--- config.mk ---
export PLATFORM = sky130hd
export DESIGN_NAME = pcie_mst_wr_dma_flat
export DESIGN_NICKNAME = d
export VERILOG_FILES = /design/src/rtl/pcie_mst_wr_dma_if.sv /design/src/rtl/pcie_mst_wr_dma.sv /design/src/flat_wrapper.sv
export SDC_FILE = /design/constraint.sdc
export NUM_CORES = 1
export LEC_CHECK = 0
export BUFFER_PORTS_ARGS = -buffer_cell sky130_fd_sc_hd__buf_2
export CAP_MARGIN = 10
export CORE_MARGIN = 8
export CORE_UTILIZATION = 58
export DETAILED_ROUTE_END_ITERATION = 10
export HOLD_SLACK_MARGIN = 0.15
export PLACE_DENSITY = 0.93
export SETUP_SLACK_MARGIN = 0.15
export SYNTH_ARGS = -nofsm -noshare
export SYNTH_HDL_FRONTEND = slang
export SYNTH_SLANG_ARGS = --single-unit
--- constraint.sdc ---
create_clock -name pcie_clk -period 4.1 [get_ports pcie_clk]
set_clock_uncertainty 0.15 [all_clocks]
set_input_delay 0.41 -clock pcie_clk [delete_from_list [all_inputs] [get_ports pcie_clk]]
set_output_delay 0.41 -clock pcie_clk [all_outputs]
set_load 0.005 [all_outputs]
--- src/rtl/pcie_mst_wr_dma_if.sv ---
// Payload source stream and master-bus TX FIFO write port of the MWr DMA initiator.
// The master modport is the DMA side; the slave modport is the source/FIFO side.
interface pcie_mst_wr_dma_if;
    logic        src_valid;
    logic [15:0] src_dat;
    logic        src_ready;
    logic        mst_wr_en;
    logic [17:0] mst_din;
    logic        mst_full;

    modport master (
        input  src_valid,
        input  src_dat,
        input  mst_full,
        output src_ready,
        output mst_wr_en,
        output mst_din
    );

    modport slave (
        output src_valid,
        output src_dat,
        output mst_full,
        input  src_ready,
        input  mst_wr_en,
        input  mst_din
    );
endinterface

--- src/rtl/pcie_mst_wr_dma.sv ---
// Posted MWr32 TLP generator: splits a programmed transfer at max payload and 4 KB
// boundaries and streams {sop, eop, halfword} words into the master-bus TX FIFO.
module pcie_mst_wr_dma #(
    parameter int MAX_PAYLOAD_DW = 32
) (
    input  logic                   pcie_clk,
    input  logic                   sys_rst,
    input  logic [7:0]             bus_num,
    input  logic [4:0]             dev_num,
    input  logic [2:0]             func_num,
    input  logic                   start,
    input  logic [29:0]            dst_addr,
    input  logic [15:0]            xfer_len_dw,
    output logic                   busy,
    output logic                   done,
    output logic [15:0]            tlp_cnt,
    pcie_mst_wr_dma_if.master      mst
);

    typedef enum logic [2:0] {
        IDLE,
        CALC,
        HDR,
        PAYLOAD,
        NEXT,
        DONE
    } state_t;

    localparam logic [10:0] MAX_LEN = 11'(MAX_PAYLOAD_DW);

    state_t      state_q, state_d;
    logic [29:0] addr_q;
    logic [15:0] rem_q;
    logic [10:0] len_q;
    logic [10:0] hw_cnt_q;
    logic [7:0]  tag_q;
    logic [15:0] tlp_cnt_q;

    logic [10:0] room;
    logic [10:0] len_calc;
    logic [15:0] hdr_word;
    logic        hdr_last;
    logic        pay_last;
    logic        hdr_push;
    logic        pay_push;

    // DWORDs left before the next 4 KB page; a TLP may never cross it.
    assign room     = 11'd1024 - {1'b0, addr_q[9:0]};
    assign hdr_last = (hw_cnt_q == 11'd5);
    assign pay_last = (({1'b0, hw_cnt_q} + 12'd1) == {len_q, 1'b0});
    assign busy     = (state_q == CALC) || (state_q == HDR) ||
                      (state_q == PAYLOAD) || (state_q == NEXT);
    assign done     = (state_q == DONE);
    assign tlp_cnt  = tlp_cnt_q;

    always_comb begin
        len_calc = (rem_q > {5'd0, MAX_LEN}) ? MAX_LEN : rem_q[10:0];
        if (room < len_calc) begin
            len_calc = room;
        end
    end

    always_comb begin
        case (hw_cnt_q[2:0])
            3'd0:    hdr_word = 16'h4000;
            3'd1:    hdr_word = {6'b0, len_q[9:0]};
            3'd2:    hdr_word = {bus_num, dev_num, func_num};
            3'd3:    hdr_word = {tag_q, (len_q > 11'd1) ? 4'hF : 4'h0, 4'hF};
            3'd4:    hdr_word = addr_q[29:14];
            default: hdr_word = {addr_q[13:0], 2'b00};
        endcase
    end

    always_comb begin
        state_d       = state_q;
        hdr_push      = 1'b0;
        pay_push      = 1'b0;
        mst.src_ready = 1'b0;
        mst.mst_wr_en = 1'b0;
        mst.mst_din   = 18'd0;
        case (state_q)
            IDLE: begin
                if (start) begin
                    state_d = (xfer_len_dw != 16'd0) ? CALC : DONE;
                end
            end
            CALC: state_d = HDR;
            HDR: begin
                hdr_push      = !mst.mst_full;
                mst.mst_wr_en = hdr_push;
                mst.mst_din   = {(hw_cnt_q == 11'd0), 1'b0, hdr_word};
                if (hdr_push && hdr_last) begin
                    state_d = PAYLOAD;
                end
            end
            PAYLOAD: begin
                pay_push      = mst.src_valid && !mst.mst_full;
                mst.src_ready = !mst.mst_full;
                mst.mst_wr_en = pay_push;
                mst.mst_din   = {1'b0, pay_last, mst.src_dat};
                if (pay_push && pay_last) begin
                    state_d = NEXT;
                end
            end
            // remaining is about to drop by len; equal means this was the final TLP
            NEXT:    state_d = (rem_q == {5'd0, len_q}) ? DONE : CALC;
            DONE:    state_d = IDLE;
            default: state_d = IDLE;
        endcase
    end

    always_ff @(posedge pcie_clk) begin
        if (sys_rst) begin
            state_q   <= IDLE;
            addr_q    <= 30'd0;
            rem_q     <= 16'd0;
            len_q     <= 11'd0;
            hw_cnt_q  <= 11'd0;
            tag_q     <= 8'd0;
            tlp_cnt_q <= 16'd0;
        end else begin
            state_q <= state_d;
            case (state_q)
                IDLE: begin
                    if (start && (xfer_len_dw != 16'd0)) begin
                        addr_q <= dst_addr;
                        rem_q  <= xfer_len_dw;
                    end
                end
                CALC: begin
                    len_q    <= len_calc;
                    hw_cnt_q <= 11'd0;
                end
                HDR: begin
                    if (hdr_push) begin
                        hw_cnt_q <= hdr_last ? 11'd0 : hw_cnt_q + 11'd1;
                    end
                end
                PAYLOAD: begin
                    if (pay_push) begin
                        hw_cnt_q <= hw_cnt_q + 11'd1;
                    end
                end
                NEXT: begin
                    addr_q    <= addr_q + {19'd0, len_q};
                    rem_q     <= rem_q - {5'd0, len_q};
                    tag_q     <= tag_q + 8'd1;
                    tlp_cnt_q <= tlp_cnt_q + 16'd1;
                end
                default: begin
                end
            endcase
        end
    end

endmodule

--- src/flat_wrapper.sv ---
// flat-port wrapper written by rule: the top's interface ports become plain ports
module pcie_mst_wr_dma_flat 
#(
    parameter int MAX_PAYLOAD_DW = 32
)
  (pcie_clk, sys_rst, bus_num, dev_num, func_num, start, dst_addr, xfer_len_dw, busy, done, tlp_cnt, mst_src_valid, mst_src_dat, mst_mst_full, mst_src_ready, mst_mst_wr_en, mst_mst_din);
  pcie_mst_wr_dma_if mst_i ();
  input  logic pcie_clk;
  input  logic sys_rst;
  input  logic [7:0] bus_num;
  input  logic [4:0] dev_num;
  input  logic [2:0] func_num;
  input  logic start;
  input  logic [29:0] dst_addr;
  input  logic [15:0] xfer_len_dw;
  output logic busy;
  output logic done;
  output logic [15:0] tlp_cnt;
  input wire logic [$bits(mst_i.src_valid)-1:0] mst_src_valid;
  input wire logic [$bits(mst_i.src_dat)-1:0] mst_src_dat;
  input wire logic [$bits(mst_i.mst_full)-1:0] mst_mst_full;
  output wire logic [$bits(mst_i.src_ready)-1:0] mst_src_ready;
  output wire logic [$bits(mst_i.mst_wr_en)-1:0] mst_mst_wr_en;
  output wire logic [$bits(mst_i.mst_din)-1:0] mst_mst_din;
  assign mst_i.src_valid = mst_src_valid;
  assign mst_i.src_dat = mst_src_dat;
  assign mst_i.mst_full = mst_mst_full;
  assign mst_src_ready = mst_i.src_ready;
  assign mst_mst_wr_en = mst_i.mst_wr_en;
  assign mst_mst_din = mst_i.mst_din;
  pcie_mst_wr_dma #(.MAX_PAYLOAD_DW(MAX_PAYLOAD_DW)) u_core (.pcie_clk(pcie_clk), .sys_rst(sys_rst), .bus_num(bus_num), .dev_num(dev_num), .func_num(func_num), .start(start), .dst_addr(dst_addr), .xfer_len_dw(xfer_len_dw), .busy(busy), .done(done), .tlp_cnt(tlp_cnt), .mst(mst_i));
endmodule
Yosys cells after proc, flatten, opt, wreduce, memory -nomap -nowiden
Cells that the tools add are included.
{ "totals": {"latch_bits": 0, "output_inout_bits": 38, "ff_bits": 95, "mem_bits_ro": 0, "n_memories": 0, "mem_bits_rw": 0, "in_bits": 83} }
{ "classes": {"shifts": 0, "addsub": 7, "n_mux": 23, "n_bitwise": 0, "magnitude_cmp": 3, "n_mul": 0, "div_mod_pow": 0, "reduce_logical": 17, "eq_ne": 18} }
{ "op_table": {"columns": ["op", "n"], "rows": [
  ["16-bit one-hot mux with 5 select lines", 1],
  ["30-bit one-hot mux with 2 select lines", 1],
  ["11-bit 2-to-1 mux", 5],
  ["18-bit one-hot mux with 2 select lines", 1],
  ["11-bit one-hot mux with 3 select lines", 1],
  ["16-bit one-hot mux with 2 select lines", 1],
  ["30-bit by 11-bit adder with 30-bit output", 1],
  ["30-bit 2-to-1 mux", 1],
  ["16-bit by 1-bit adder with 16-bit output (second input constant)", 1],
  ["16-bit by 11-bit == test with 1-bit output", 1],
  ["16-bit by 6-bit > comparator with 1-bit output (second input constant)", 1],
  ["16-bit 2-to-1 mux", 1],
  ["16-bit nonzero test", 1],
  ["16-bit by 11-bit subtractor with 16-bit output", 1],
  ["3-bit 2-to-1 mux", 5],
  ["3-bit one-hot mux with 5 select lines", 1],
  ["11-bit by 1-bit adder with 12-bit output (second input constant)", 1],
  ["12-bit == test", 1],
  ["3-bit by 2-bit == test with 1-bit output (second input constant)", 4],
  ["11-bit by 1-bit adder with 11-bit output (second input constant)", 1],
  ["11-bit by 3-bit == test with 1-bit output (second input constant)", 1],
  ["11-bit by 1-bit > comparator with 1-bit output (second input constant)", 1],
  ["11-bit logical NOT", 1],
  ["11-bit < comparator", 1],
  ["other kinds (17)", 33]
]} }

Longest topological paths before layout
{ "depth": {"depth_word": 5, "mapped_depth": 14, "mapped_depth_nobuf": 12} }

Worst setup path before layout
No wires, ideal clock.
{ "synth_path": {"path_type": "register to register", "from": "reg u_core.rem_q[1]", "to": "reg u_core.len_q[4]", "path_slack_ns": 0.895, "t_required_ns": 3.830, "arrival_ns": 2.935, "path_buffers": 2, "synth_period_minus_slack_ns": 3.205, "setup_time_ns": 0.120, "path_stages_with_launch": 14, "cell_sequence": "dfxtp_1 -> or4_1 -> o21ai_2 -> and4_1 -> buf_2 -> nand2_1 -> ha_1 -> nand4_1 -> or3_1 -> a31oi_1 -> nor4_4 -> buf_6 -> and2_1 -> o31a_1"} }
{ "synth_via": {"elab_chain_cells": 4} }
{ "synth_rtl": {"columns": ["item", "line", "rtl"], "rows": [
  ["from (decl)", "pcie_mst_wr_dma.sv:33", "logic [15:0] rem_q;"],
  ["from (signal assigned)", "pcie_mst_wr_dma.sv:127", "rem_q <= xfer_len_dw;"],
  ["from (signal assigned)", "pcie_mst_wr_dma.sv:146", "rem_q <= rem_q - {5'd0, len_q};"],
  ["16-bit by 6-bit > comparator with 1-bit output", "pcie_mst_wr_dma.sv:57", "len_calc = (rem_q > {5'd0, MAX_LEN}) ? MAX_LEN : rem_q[10:0];"],
  ["11-bit 2-to-1 mux *", "pcie_mst_wr_dma.sv:57", null],
  ["11-bit < comparator", "pcie_mst_wr_dma.sv:58", "if (room < len_calc) begin"],
  ["11-bit 2-to-1 mux *", "pcie_mst_wr_dma.sv:58", null],
  ["to (signal assigned)", "pcie_mst_wr_dma.sv:131", "len_q <= len_calc;"],
  ["to (decl)", "pcie_mst_wr_dma.sv:34", "logic [10:0] len_q;"]
]} }
Mark *: on every way between the ends. The rest lies on a longest branch, timed or not.
A chain may end at the register's enable or synchronous reset.

Worst setup path after layout
{ "layout_path": {"from": "reg u_core.hw_cnt_q[1]", "to": "out mst_mst_din[5]"} }
{ "layout_via": {"elab_chain_cells": 3, "elab_cells_between_ends": 7, "cone_classes": "eq/ne: 4; mux: 2; reduce/logical: 1"} }
{ "layout_rtl": {"columns": ["item", "line", "rtl"], "rows": [
  ["from (decl)", "pcie_mst_wr_dma.sv:35", "logic [10:0] hw_cnt_q;"],
  ["from (signal assigned)", "pcie_mst_wr_dma.sv:136", "hw_cnt_q <= hdr_last ? 11'd0 : hw_cnt_q + 11'd1;"],
  ["from (signal assigned)", "pcie_mst_wr_dma.sv:141", "hw_cnt_q <= hw_cnt_q + 11'd1;"],
  ["3-bit == test, or another cell as far along", "pcie_mst_wr_dma.sv:64", "case (hw_cnt_q[2:0])"],
  ["16-bit one-hot mux with 5 select lines *", "pcie_mst_wr_dma.sv:64", null],
  ["18-bit one-hot mux with 2 select lines *", "pcie_mst_wr_dma.sv:81", "case (state_q)"],
  ["to (decl)", "flat_wrapper.sv:24", "output wire logic [$bits(mst_i.mst_din)-1:0] mst_mst_din;"]
]} }
Marks and branches as above.

==> metrics <==
run status finished clean; Hold Crit Class input port to flop; IO Port Bufs 120; Initial Utilization a little under 60%; CP delay by family, top compound AO/OA/AOI/OAI gates; CP Max Fanout 14; Slew Limit Fails 0; FF-to-FF setup slack between 0.5 and 0.6 ns; relative slew slack roughly 20%; critical path depth 8; Hold Slack about 0.16 ns; Mapped Area 7160 µm²; Leakage Power about 3.2 nW; first-pass GRT wire length 38200 µm; Post-synth top cells 121 x nand2_1, 95 x dfxtp_1, 74 x nor2_1; Post-route DRC 0; die span in y 127 µm; IO Count about 120; top post-synthesis cells by area dfxtp_1 27%, ha_1 7.0%, nand2_1 6.3%; Synth area leader dfxtp_1; Root Driver clkbuf_16; reg2reg end u_core.len_q[0]; Yosys reg bits 95; Area growth syn-to-layout 13.2%; Pwr per Cell Area ~470 nW/µm²; Clk Latency, worst-skew pair around 0.35 ns; maximum clock rate 0.275 GHz; Reg clk slew, reported paths 0.07 ns; initial drt markers 1159; die width 127 µm; Period minus WS final approximately 3.6 ns; final core utilization about two thirds; Buf/Inv on CP 1; cts bufs inserted 9; initial antenna violation count 3; Worst Setup SP u_core.hw_cnt_q[1]; Via density approximately 6.8; Post-CTS Resized 0; core area 12000 µm²; post-synth top area share a little over a quarter; 1st-pass router iterations 6; crit path kind flop to output port; Total GRT Usage between 20% and 30%; top_reg_cell synth dfxtp_1; detailed placement HPWL 17500 µm; FP Rows 40; Setup crit end kind output port; Final Power between 3 and 4 mW; DRT antenna net count 0; R2R Path Start u_core.rem_q[1]; WL final ~24000 µm; Post-synth EDFFs 0; worst vdd ir around 0.00024 V; most common cell in the synthesized netlist nand2_1; slew at the pin closest to its max-slew limit ~1.2 ns; Post-CTS Setup Bufs 0; clk buf depth 2; Critical Path RT roughly 3.5 ns; DR WL/cell slightly above 20 µm; Die ar. roughly 16000 µm²; fin crit share between 80% and 90%; largest net degree at the start of global routing 45; Yosys Warn Count 0; fin area about 8000 µm²; synthesized area per cell 7.56 µm²; startpoint types flop; H-tree depth 3; Placement Cell Area between 7000 and 8000 µm²; capture point of the worst path mst_mst_din[5]; CTS tree done; async set-reset flop share out of synthesis 0%; final setup TNS 0 ns; endpoints failing hold 0; Setup-failing EPs final 0; ratio of cells with drive above 1 in the final layout ~16%; number of global-route vias before repair around 7500; Synth cell types 73; Seq/Total Area, Yosys a little over a quarter; Arrival @ worst endpoint approximately 3 ns; number of fill cells in the layout 980; Max-Cap Viols 0; DR vias a little over 8000; unrepaired setup endpoints after global routing no; CP cell instances ha_1, ha_1, nor2_1, o21ai_1, nand2_1, o221ai_1, nand2_1, buf_2; clock sink count 95; largest stage delay on the critical path about 0.57 ns; Final nets between 1000 and 1500; R2R cell count 12; synthesized instance count around 950; GPL Wtd Cong approximately 0.97; Worst path slowest cell ha_1; hold_buf cts 0; Remaining Overflow, GRT 0
## state kept, by name (all words and copies together) (netlist names)
name,count
u_core.addr_q,30
u_core.hw_cnt_q,11
u_core.len_q,11
u_core.rem_q,16
u_core.state_q,3
u_core.tag_q,8
u_core.tlp_cnt,16
## stage by stage
stage / instances / setup WS, ns
floorplan: 951 / 0.895
global placement: 1169 / 0.627
detailed placement: 1169 / 0.586
CTS: 1185 / 0.544
global route: 1188 / 0.314
finish: 1188 / 0.460
## layout make-up
type | count | area (µm²) | share of cell area (%)
inverters | 31 | 116 | 1.44
multi-input cells | 766 | 4920 | 60.7
clock inverters | 6 | 68.8 | 0.849
clock buffers | 10 | 229 | 2.82
diodes | 3 | 7.51 | 0.0926
repair buffers | 130 | 676 | 8.34
flip-flops and latches | 95 | 1900 | 23.5
well taps | 147 | 184 | 2.27
## worst min-delay path by stage
stage                        end  depth (start not counted)  slack (ns)               from
6_report       u_core.addr_q[26]                          3        0.16       dst_addr[26]
5_1_grt        u_core.addr_q[15]                          3        0.17       dst_addr[15]
4_1_cts        u_core.addr_q[17]                          3        0.17       dst_addr[17]
3_5_place_dp     u_core.rem_q[4]                          2        0.34    u_core.rem_q[4]
3_3_place_gp   u_core.tlp_cnt[5]                          2        0.33  u_core.tlp_cnt[5]
2_1_floorplan    u_core.rem_q[4]                          2        0.31    u_core.rem_q[4]
## metal layers
layer	vias to the layer above	share of wire (%)	global-route usage (%)
met5	-	0	0
met4	0	5.0	14.3
met3	107	11	6.95
met2	533	45	45.4
met1	3730	39	36.3
li1	3694	-	-
## tightest hold or removal path, cell delays in order
cell and delay [ns]:
buf_2 0.10, nand2_1 0.04, a31oi_1 0.07
## placed cells by master (no fill, tap or decap), types with 12 or more instances in the layout
cell type and n:
nand3_1 39, nand2_1 121, nand4_1 21, or3_1 12, buf_2 120, xnor2_1 28, o211ai_1 13, ha_1 40
nor4_1 13, o21a_1 12, a21oi_1 71, o21ai_0 44, nor3_1 28, inv_1 31, dfxtp_1 95, or4_1 12
nor2_1 74, xor2_1 22, a31oi_1 21, and3_1 19
## cells by family (layout without fill, tap and decap cells)
family	count (synthesis)	count (layout)	share of synthesized area (%)
flip-flops	95	95	26.6
multiplexers	11	11	1.62
AND/OR/NAND/NOR	385	385	26.9
XOR/XNOR	50	50	6.11
AO/OA/AOI/OAI	273	273	26.2
adder cells (fa/ha/maj)	42	42	7.55
buffers and inverters	90	177	5.05
other	1	8	0.0524
## where the power goes
part           total [mW]  switching (mW)  internal (mW)
clock               0.871           0.395          0.476
combinational        1.68           0.994          0.681
sequential           1.25           0.221           1.03
(Power assumes the default switching activity.)
